[src/rtl/tl_pkg.sv]
// ---------------------------------------------------------------------------
// tl_pkg
// Shared TileLink-UL definitions for the 32-bit system bus slice.
//   - bus geometry (beat width, largest transfer, client source width)
//   - A/D channel opcode constants
//   - has_data / num_beats helpers used to size A-channel bursts
// No ports; imported by the arbiter and its lock/round-robin sub-module.
// ---------------------------------------------------------------------------
package tl_pkg;

    localparam int BEAT_BYTES  = 4;
    localparam int BEAT_LG     = $clog2(BEAT_BYTES);
    localparam int MAX_SIZE_LG = 6;
    localparam int SRC_W       = 2;

    // beats_left only ever holds (beats - 1), so 4 bits covers a 16-beat burst;
    // a beat count itself needs one more bit to represent 16.
    localparam int BEAT_CNT_W  = MAX_SIZE_LG - BEAT_LG;
    localparam int BEATS_W     = BEAT_CNT_W + 1;

    // A-channel opcodes
    localparam logic [2:0] OP_PUT_FULL    = 3'd0;
    localparam logic [2:0] OP_PUT_PARTIAL = 3'd1;
    localparam logic [2:0] OP_ARITH       = 3'd2;
    localparam logic [2:0] OP_LOGIC       = 3'd3;
    localparam logic [2:0] OP_GET         = 3'd4;
    localparam logic [2:0] OP_HINT        = 3'd5;

    // D-channel opcodes
    localparam logic [2:0] OP_ACCESS_ACK      = 3'd0;
    localparam logic [2:0] OP_ACCESS_ACK_DATA = 3'd1;

    // Puts and atomics carry data on A; Get/Hint (opcode[2] set) do not.
    function automatic logic has_data(input logic [2:0] opcode);
        return ~opcode[2];
    endfunction

    // Number of A beats in a message. Sizes above MAX_SIZE_LG are illegal on
    // this bus and are not guarded against.
    function automatic logic [BEATS_W-1:0] num_beats(input logic [2:0] opcode,
                                                     input logic [2:0] size);
        logic [7:0] bytes;
        logic [7:0] beats;
        bytes = 8'd1 << size;
        beats = bytes >> BEAT_LG;
        if (!has_data(opcode) || beats == 8'd0) begin
            return BEATS_W'(1);
        end
        return beats[BEATS_W-1:0];
    endfunction

endpackage

[src/rtl/tl_rr_lock_arbiter.sv]
// ---------------------------------------------------------------------------
// tl_rr_lock_arbiter
// Two-way round-robin arbiter that holds its grant for the length of a
// multi-beat message.
// Ports:
//   clock, reset   system clock, synchronous active-high reset
//   valid[1:0]     request from each client
//   beats          beat count of the currently granted client's message
//   fire           the granted beat was accepted downstream this cycle
//   grant          index of the client currently granted
//   grant_valid    a grant exists (locked, or at least one request)
// ---------------------------------------------------------------------------
module tl_rr_lock_arbiter
    import tl_pkg::*;
(
    input  logic               clock,
    input  logic               reset,
    input  logic [1:0]         valid,
    input  logic [BEATS_W-1:0] beats,
    input  logic               fire,
    output logic               grant,
    output logic               grant_valid
);

    logic                  locked;
    logic                  owner;
    logic                  last_grant;
    logic [BEAT_CNT_W-1:0] beats_left;
    logic [BEATS_W-1:0]    beats_minus_one;

    assign beats_minus_one = beats - BEATS_W'(1);

    // Grant selection: a locked burst keeps its owner even when the owner
    // drops valid; otherwise a lone requester wins and contention alternates.
    // With no requests the grant value is irrelevant since grant_valid is low.
    always_comb begin
        grant       = ~last_grant;
        grant_valid = locked | valid[0] | valid[1];
        if (locked) begin
            grant = owner;
        end else if (valid[0] && !valid[1]) begin
            grant = 1'b0;
        end else if (valid[1] && !valid[0]) begin
            grant = 1'b1;
        end
    end

    // Control state: round-robin pointer moves only on a message's first
    // beat; the lock counts down only on accepted beats.
    always_ff @(posedge clock) begin
        if (reset) begin
            locked     <= 1'b0;
            owner      <= 1'b0;
            beats_left <= '0;
            last_grant <= 1'b1;
        end else if (fire) begin
            if (locked) begin
                beats_left <= beats_left - BEAT_CNT_W'(1);
                if (beats_left == BEAT_CNT_W'(1)) begin
                    locked <= 1'b0;
                end
            end else begin
                last_grant <= grant;
                if (beats > BEATS_W'(1)) begin
                    locked     <= 1'b1;
                    owner      <= grant;
                    beats_left <= beats_minus_one[BEAT_CNT_W-1:0];
                end
            end
        end
    end

endmodule

[src/rtl/tl_arbiter_2to1.sv]
// ---------------------------------------------------------------------------
// tl_arbiter_2to1
// Two-client TileLink-UL arbiter sharing one manager-side port.
//   A channel: round-robin between in0/in1, burst-locked; the manager-side
//              source gains a top bit naming the client.
//   D channel: routed back to the client named by the source top bit.
// Purely combinational data path; only arbitration state is registered.
// Ports:
//   clock, reset            system clock, synchronous active-high reset
//   auto_in0_* / auto_in1_* client ports (A in, D out)
//   auto_out_*              manager port (A out, D in), source is SRC_W+1
// ---------------------------------------------------------------------------
module tl_arbiter_2to1
    import tl_pkg::*;
(
    input  logic             clock,
    input  logic             reset,

    output logic             auto_in0_a_ready,
    input  logic             auto_in0_a_valid,
    input  logic [2:0]       auto_in0_a_bits_opcode,
    input  logic [2:0]       auto_in0_a_bits_param,
    input  logic [2:0]       auto_in0_a_bits_size,
    input  logic [SRC_W-1:0] auto_in0_a_bits_source,
    input  logic [31:0]      auto_in0_a_bits_address,
    input  logic [3:0]       auto_in0_a_bits_mask,
    input  logic [31:0]      auto_in0_a_bits_data,
    input  logic             auto_in0_a_bits_corrupt,
    input  logic             auto_in0_d_ready,
    output logic             auto_in0_d_valid,
    output logic [2:0]       auto_in0_d_bits_opcode,
    output logic [2:0]       auto_in0_d_bits_size,
    output logic [SRC_W-1:0] auto_in0_d_bits_source,
    output logic             auto_in0_d_bits_denied,
    output logic [31:0]      auto_in0_d_bits_data,
    output logic             auto_in0_d_bits_corrupt,

    output logic             auto_in1_a_ready,
    input  logic             auto_in1_a_valid,
    input  logic [2:0]       auto_in1_a_bits_opcode,
    input  logic [2:0]       auto_in1_a_bits_param,
    input  logic [2:0]       auto_in1_a_bits_size,
    input  logic [SRC_W-1:0] auto_in1_a_bits_source,
    input  logic [31:0]      auto_in1_a_bits_address,
    input  logic [3:0]       auto_in1_a_bits_mask,
    input  logic [31:0]      auto_in1_a_bits_data,
    input  logic             auto_in1_a_bits_corrupt,
    input  logic             auto_in1_d_ready,
    output logic             auto_in1_d_valid,
    output logic [2:0]       auto_in1_d_bits_opcode,
    output logic [2:0]       auto_in1_d_bits_size,
    output logic [SRC_W-1:0] auto_in1_d_bits_source,
    output logic             auto_in1_d_bits_denied,
    output logic [31:0]      auto_in1_d_bits_data,
    output logic             auto_in1_d_bits_corrupt,

    input  logic             auto_out_a_ready,
    output logic             auto_out_a_valid,
    output logic [2:0]       auto_out_a_bits_opcode,
    output logic [2:0]       auto_out_a_bits_param,
    output logic [2:0]       auto_out_a_bits_size,
    output logic [SRC_W:0]   auto_out_a_bits_source,
    output logic [31:0]      auto_out_a_bits_address,
    output logic [3:0]       auto_out_a_bits_mask,
    output logic [31:0]      auto_out_a_bits_data,
    output logic             auto_out_a_bits_corrupt,
    output logic             auto_out_d_ready,
    input  logic             auto_out_d_valid,
    input  logic [2:0]       auto_out_d_bits_opcode,
    input  logic [2:0]       auto_out_d_bits_size,
    input  logic [SRC_W:0]   auto_out_d_bits_source,
    input  logic             auto_out_d_bits_denied,
    input  logic [31:0]      auto_out_d_bits_data,
    input  logic             auto_out_d_bits_corrupt
);

    logic [1:0]         in_valid;
    logic [BEATS_W-1:0] grant_beats;
    logic               grant;
    logic               grant_valid;
    logic               a_fire;
    logic               d_sel;

    assign in_valid = {auto_in1_a_valid, auto_in0_a_valid};

    // Only the granted client's message length matters to the lock logic.
    assign grant_beats = grant
        ? num_beats(auto_in1_a_bits_opcode, auto_in1_a_bits_size)
        : num_beats(auto_in0_a_bits_opcode, auto_in0_a_bits_size);

    assign a_fire = auto_out_a_valid & auto_out_a_ready;

    tl_rr_lock_arbiter u_arb (
        .clock       (clock),
        .reset       (reset),
        .valid       (in_valid),
        .beats       (grant_beats),
        .fire        (a_fire),
        .grant       (grant),
        .grant_valid (grant_valid)
    );

    // A channel: forward the grantee's beat, tagging the source with the
    // client index. Handshakes are held off while reset is high.
    always_comb begin
        auto_out_a_valid        = ~reset & in_valid[grant];
        auto_in0_a_ready        = ~reset & grant_valid & ~grant & auto_out_a_ready;
        auto_in1_a_ready        = ~reset & grant_valid &  grant & auto_out_a_ready;
        auto_out_a_bits_opcode  = auto_in0_a_bits_opcode;
        auto_out_a_bits_param   = auto_in0_a_bits_param;
        auto_out_a_bits_size    = auto_in0_a_bits_size;
        auto_out_a_bits_source  = {1'b0, auto_in0_a_bits_source};
        auto_out_a_bits_address = auto_in0_a_bits_address;
        auto_out_a_bits_mask    = auto_in0_a_bits_mask;
        auto_out_a_bits_data    = auto_in0_a_bits_data;
        auto_out_a_bits_corrupt = auto_in0_a_bits_corrupt;
        if (grant) begin
            auto_out_a_bits_opcode  = auto_in1_a_bits_opcode;
            auto_out_a_bits_param   = auto_in1_a_bits_param;
            auto_out_a_bits_size    = auto_in1_a_bits_size;
            auto_out_a_bits_source  = {1'b1, auto_in1_a_bits_source};
            auto_out_a_bits_address = auto_in1_a_bits_address;
            auto_out_a_bits_mask    = auto_in1_a_bits_mask;
            auto_out_a_bits_data    = auto_in1_a_bits_data;
            auto_out_a_bits_corrupt = auto_in1_a_bits_corrupt;
        end
    end

    // D channel: the source top bit names the client; payload is broadcast
    // and only the addressed client sees valid.
    assign d_sel = auto_out_d_bits_source[SRC_W];

    always_comb begin
        auto_in0_d_valid = ~reset & auto_out_d_valid & ~d_sel;
        auto_in1_d_valid = ~reset & auto_out_d_valid &  d_sel;
        auto_out_d_ready = ~reset & (d_sel ? auto_in1_d_ready : auto_in0_d_ready);
    end

    assign auto_in0_d_bits_opcode  = auto_out_d_bits_opcode;
    assign auto_in0_d_bits_size    = auto_out_d_bits_size;
    assign auto_in0_d_bits_source  = auto_out_d_bits_source[SRC_W-1:0];
    assign auto_in0_d_bits_denied  = auto_out_d_bits_denied;
    assign auto_in0_d_bits_data    = auto_out_d_bits_data;
    assign auto_in0_d_bits_corrupt = auto_out_d_bits_corrupt;

    assign auto_in1_d_bits_opcode  = auto_out_d_bits_opcode;
    assign auto_in1_d_bits_size    = auto_out_d_bits_size;
    assign auto_in1_d_bits_source  = auto_out_d_bits_source[SRC_W-1:0];
    assign auto_in1_d_bits_denied  = auto_out_d_bits_denied;
    assign auto_in1_d_bits_data    = auto_out_d_bits_data;
    assign auto_in1_d_bits_corrupt = auto_out_d_bits_corrupt;

endmodule

[config.mk]
export PLATFORM = sky130hd
export DESIGN_NAME = tl_arbiter_2to1
export DESIGN_NICKNAME = d
export VERILOG_FILES = /design/src/rtl/tl_pkg.sv /design/src/rtl/tl_rr_lock_arbiter.sv /design/src/rtl/tl_arbiter_2to1.sv
export SDC_FILE = /design/constraint.sdc
export NUM_CORES = 1
export LEC_CHECK = 0
export ABC_AREA = 1
export CAP_MARGIN = 10
export CORE_AREA = 4 4 147 149
export DETAILED_ROUTE_END_ITERATION = 8
export DIE_AREA = 0 0 151 153
export PLACE_DENSITY = 0.54
export SETUP_SLACK_MARGIN = 0.1
export SYNTH_ARGS = -nofsm -noshare
export SYNTH_HDL_FRONTEND = slang
export SYNTH_SLANG_ARGS = --single-unit
export TNS_END_PERCENT = 50
[constraint.sdc]
create_clock -name clock -period 3.5 [get_ports clock]
set_input_delay 0.525 -clock clock [delete_from_list [all_inputs] [get_ports clock]]
set_output_delay 0.525 -clock clock [all_outputs]
set_load 0.1 [all_outputs]
==> Flow_metrics.wiki <==
{| class="wikitable"
! Metric !! Value
|-
| GPL Wtd Cong || 0.7789
|-
| Signed area change from the synthesized netlist to the final layout || 126.7%
|-
| Data arrival time at the worst-slack endpoint || 2430 ps
|-
| Dpl cells || 899
|-
| Leakage || 2.586 nW
|-
| GRT met1 Usage || 0.1197
|-
| Half-perimeter wire length after placement || 11600 µm
|-
| Global-route layer with the greatest usage || met2
|-
| Setup slack of the worst register-to-register path || 1250 ps
|-
| Final wirelength || 13470 µm
|-
| Endpoint of the most critical register-to-register path || u_arb.owner
|-
| Clock latency at the later pin of the worst-skew pair || 230 ps
|-
| Seq/Total Area, Yosys || 0.05720
|-
| Global-route track usage on met2 || 0.1812
|-
| Total CTS buffers || 3
|-
| Iteration-0 DRC Markers || 86
|-
| Remaining routing DRC violations || 0
|-
| Std-Cell Rows || 52
|-
| Top fanout value on the critical path || 57
|-
| Number of placed I/O pins || 382
|-
| Number of nets still failing antenna checks after routing || 0
|-
| First-pass GRT wire length || 18690 µm
|-
| Fin area || 0.005553 mm²
|-
| Post-CTS sizing || 0
|-
| Total iterations of the first detailed-routing run || 4
|-
| Detailed-route vias per instance || 3.621
|-
| Syn Inst Count || 475
|-
| Placed instance area || 0.005474 mm²
|-
| Overall routing resource usage || 0.1045
|-
| Slew at the pin with the worst max-slew slack || 598.4 ps
|-
| Fill cell total of the finished layout || 2164
|-
| Via count of the first global-routing pass || 3042
|-
| Largest net degree at the start of global routing || 58
|-
| Total core area || 0.02017 mm²
|-
| Clock sinks || 7
|-
| Final Skew || 1.055 ps
|-
| Root cell of the clock tree || sky130_fd_sc_hd__clkbuf_16
|-
| Slew Limit Headroom || 0.5960
|-
| Cell area after technology mapping || 0.002450 mm²
|-
| GR Layer Usage met3 || 0.04886
|-
| Vias after detailed routing || 3270
|-
| Class of the tightest hold or removal check || register to register
|-
| Clock period minus final worst setup slack || 2956 ps
|-
| Final standard cell count with taps included and fillers excluded || 903
|-
| Number of hold buffers added after cts || 0
|-
| Reg-to-reg critical path startpoint || u_arb.locked
|-
| Initial Utilization || 0.1215
|-
| #FFs+latches synth || 7
|-
| Post-CTS setup buffer count || 0
|-
| Most frequent standard cell in the layout excluding fill and tap cells || sky130_fd_sc_hd__nand2_1
|-
| Total power || 2.446 mW
|-
| Die X-Extent || 151 µm
|-
| Full die area || 0.02310 mm²
|-
| Fin Setup TNS || 0 ps
|-
| Endpoints failing setup || 0
|-
| Number of buffers inserted by port buffering || 255
|-
| Buffers from clock root to sink, at most || 2
|-
| Clock tree from TritonCTS || yes
|-
| Hold slack final || 477.6 ps
|-
| Fin crit share || 0.8447
|-
| Count of cells along the worst register-to-register path || 13
|-
| Worst supply voltage drop on vdd || 0.0001845 V
|-
| Power per standard cell area || 440.5 mW/mm²
|-
| Total number of H-tree levels || 1
|-
| Post-synthesis area per instance || 5.158 µm²
|-
| CP endpoint kind || output port
|-
| Critical path required time || 2970 ps
|-
| Wirelength per Cell || 14.91 µm
|-
| Height of the chip || 153 µm
|-
| Number of distinct library cell variants in the gate-level netlist after synthesis || 32
|-
| Max-cap check violation count || 0
|-
| Commonest cells after routing, fill and taps aside || sky130_fd_sc_hd__nand2_1 (261), sky130_fd_sc_hd__clkdlybuf4s50_1 (168), sky130_fd_sc_hd__buf_12 (85)
|-
| Kind of start point of the critical path || input port
|-
| Maximum operating frequency || 338.3 MHz
|-
| Proportion of layout cells with a drive suffix above 1 || 0.1801
|-
| Clock edge transition at the registers on the reported setup and hold paths || 40 ps
|-
| Hold depth || 2
|-
| Total gr overflow || 0
|-
| Critical path start-end classification || input port to output port
|-
| Number of warning messages in the yosys log || 0
|-
| Final antenna diode count || 0
|-
| Worst hold endpoint || u_arb.beats_left[3]
|-
| Status || completed
|-
| Syn_nets || 690
|-
| Worst hold start || u_arb.beats_left[3]
|-
| Fin. max-slew vios || 0
|-
| Number of antenna violations at the first check in global routing || 1
|-
| RSZ-0062 raised after global routing || no
|-
| Number of nets in the layout || 849
|-
| Final hold violation count || 0
|}
## layer usage
layer  routed length [µm]  up-vias
met1                 4963     1347
met4                  106        2
met5                   13        -
met2                 6365      221
met3                 2016       20
li1                     -     1680
## cell type report
cell class	instances	area (µm²)	area share
flip-flops and latches	7	140.1	0.02524
well taps	270	337.8	0.06084
repair buffers	258	3421	0.6160
multi-input cells	342	1490	0.2684
clock buffers	4	78.83	0.01420
inverters	22	85.08	0.01532
## registers in the layout, summed over array words and instances (netlist names)
name / count
u_arb.locked: 1
u_arb.owner: 1
u_arb.beats_left: 4
u_arb.last_grant: 1
## synth_stat cells
cell type / n / area share
sky130_fd_sc_hd__nand2_8: 1 / 0.0082
sky130_fd_sc_hd__o21bai_1: 1 / 0.0031
sky130_fd_sc_hd__inv_1: 19 / 0.029
sky130_fd_sc_hd__o21a_1: 1 / 0.0031
sky130_fd_sc_hd__nand4_1: 2 / 0.0051
sky130_fd_sc_hd__o21ai_0: 9 / 0.018
sky130_fd_sc_hd__ha_1: 4 / 0.020
sky130_fd_sc_hd__inv_4: 1 / 0.0026
sky130_fd_sc_hd__nor2_2: 1 / 0.0026
sky130_fd_sc_hd__buf_4: 85 / 0.26
sky130_fd_sc_hd__nand3_2: 4 / 0.016
sky130_fd_sc_hd__inv_2: 1 / 0.0015
sky130_fd_sc_hd__nand2_2: 6 / 0.015
sky130_fd_sc_hd__nor3_1: 4 / 0.0082
sky130_fd_sc_hd__a21oi_2: 3 / 0.011
sky130_fd_sc_hd__o21ai_2: 1 / 0.0036
sky130_fd_sc_hd__a21oi_1: 7 / 0.014
sky130_fd_sc_hd__buf_2: 8 / 0.016
sky130_fd_sc_hd__nand3_1: 10 / 0.020
sky130_fd_sc_hd__dfxtp_1: 7 / 0.057
sky130_fd_sc_hd__nand2_1: 261 / 0.40
sky130_fd_sc_hd__nand2_4: 1 / 0.0046
sky130_fd_sc_hd__nor2_1: 19 / 0.029
sky130_fd_sc_hd__o221ai_1: 1 / 0.0036
sky130_fd_sc_hd__clkinv_1: 1 / 0.0015
sky130_fd_sc_hd__or2_4: 1 / 0.0036
sky130_fd_sc_hd__nand3_4: 1 / 0.0072
sky130_fd_sc_hd__o21ai_1: 2 / 0.0041
sky130_fd_sc_hd__buf_6: 2 / 0.0092
sky130_fd_sc_hd__clkbuf_1: 9 / 0.014
sky130_fd_sc_hd__o31ai_1: 1 / 0.0031
sky130_fd_sc_hd__o311ai_0: 1 / 0.0036
## power breakdown
part / internal, mW / switching (mW)
Combinational: 0.761 / 1.40
Clock: 0.151 / 0.0425
Sequential: 0.0858 / 0.00623
## worst max-delay path, stage by stage
cell                              delay, ps
sky130_fd_sc_hd__clkdlybuf4s50_1        560
sky130_fd_sc_hd__inv_1                   60
sky130_fd_sc_hd__nand2_1                 90
sky130_fd_sc_hd__nand3_2                150
sky130_fd_sc_hd__nand2_8                320
sky130_fd_sc_hd__buf_12                 240
sky130_fd_sc_hd__nand2_1                 70
sky130_fd_sc_hd__nand2_1                180
sky130_fd_sc_hd__buf_12                 200
## metrics by stage
stage,util,setup slack (ps)
final,0.2753,543.7
after global routing,0.2753,410.9
after CTS,0.2753,531.2
after detailed placement,0.2714,532.8
after global placement,0.2714,581.2
after floorplan,-,-167.7
## worst max path at each step
stage	start	to	slack (ps)	depth (start not counted)
final	auto_in0_a_valid	auto_out_a_bits_data[7]	540	9
after global routing	auto_in0_a_valid	auto_out_a_bits_data[3]	410	9
after CTS	auto_in0_a_valid	auto_out_a_bits_data[7]	530	9
after detailed placement	auto_in0_a_valid	auto_out_a_bits_data[7]	530	9
after global placement	auto_in0_a_valid	auto_out_a_bits_data[7]	580	9
after floorplan	auto_in0_a_valid	auto_out_a_bits_size[0]	-170	6
## cells by family (layout without fill, tap and decap cells)
family,Yosys count,in the layout,share of synthesized area
DFF,7,7,0.05720
buffers and inverters,126,284,0.3345
adders and majority gates,4,4,0.02043
AOI/OAI and AO/OA,27,27,0.06742
and+or+nand+nor,311,311,0.5204
No activity file was read; power rests on OpenSTA's default activity.
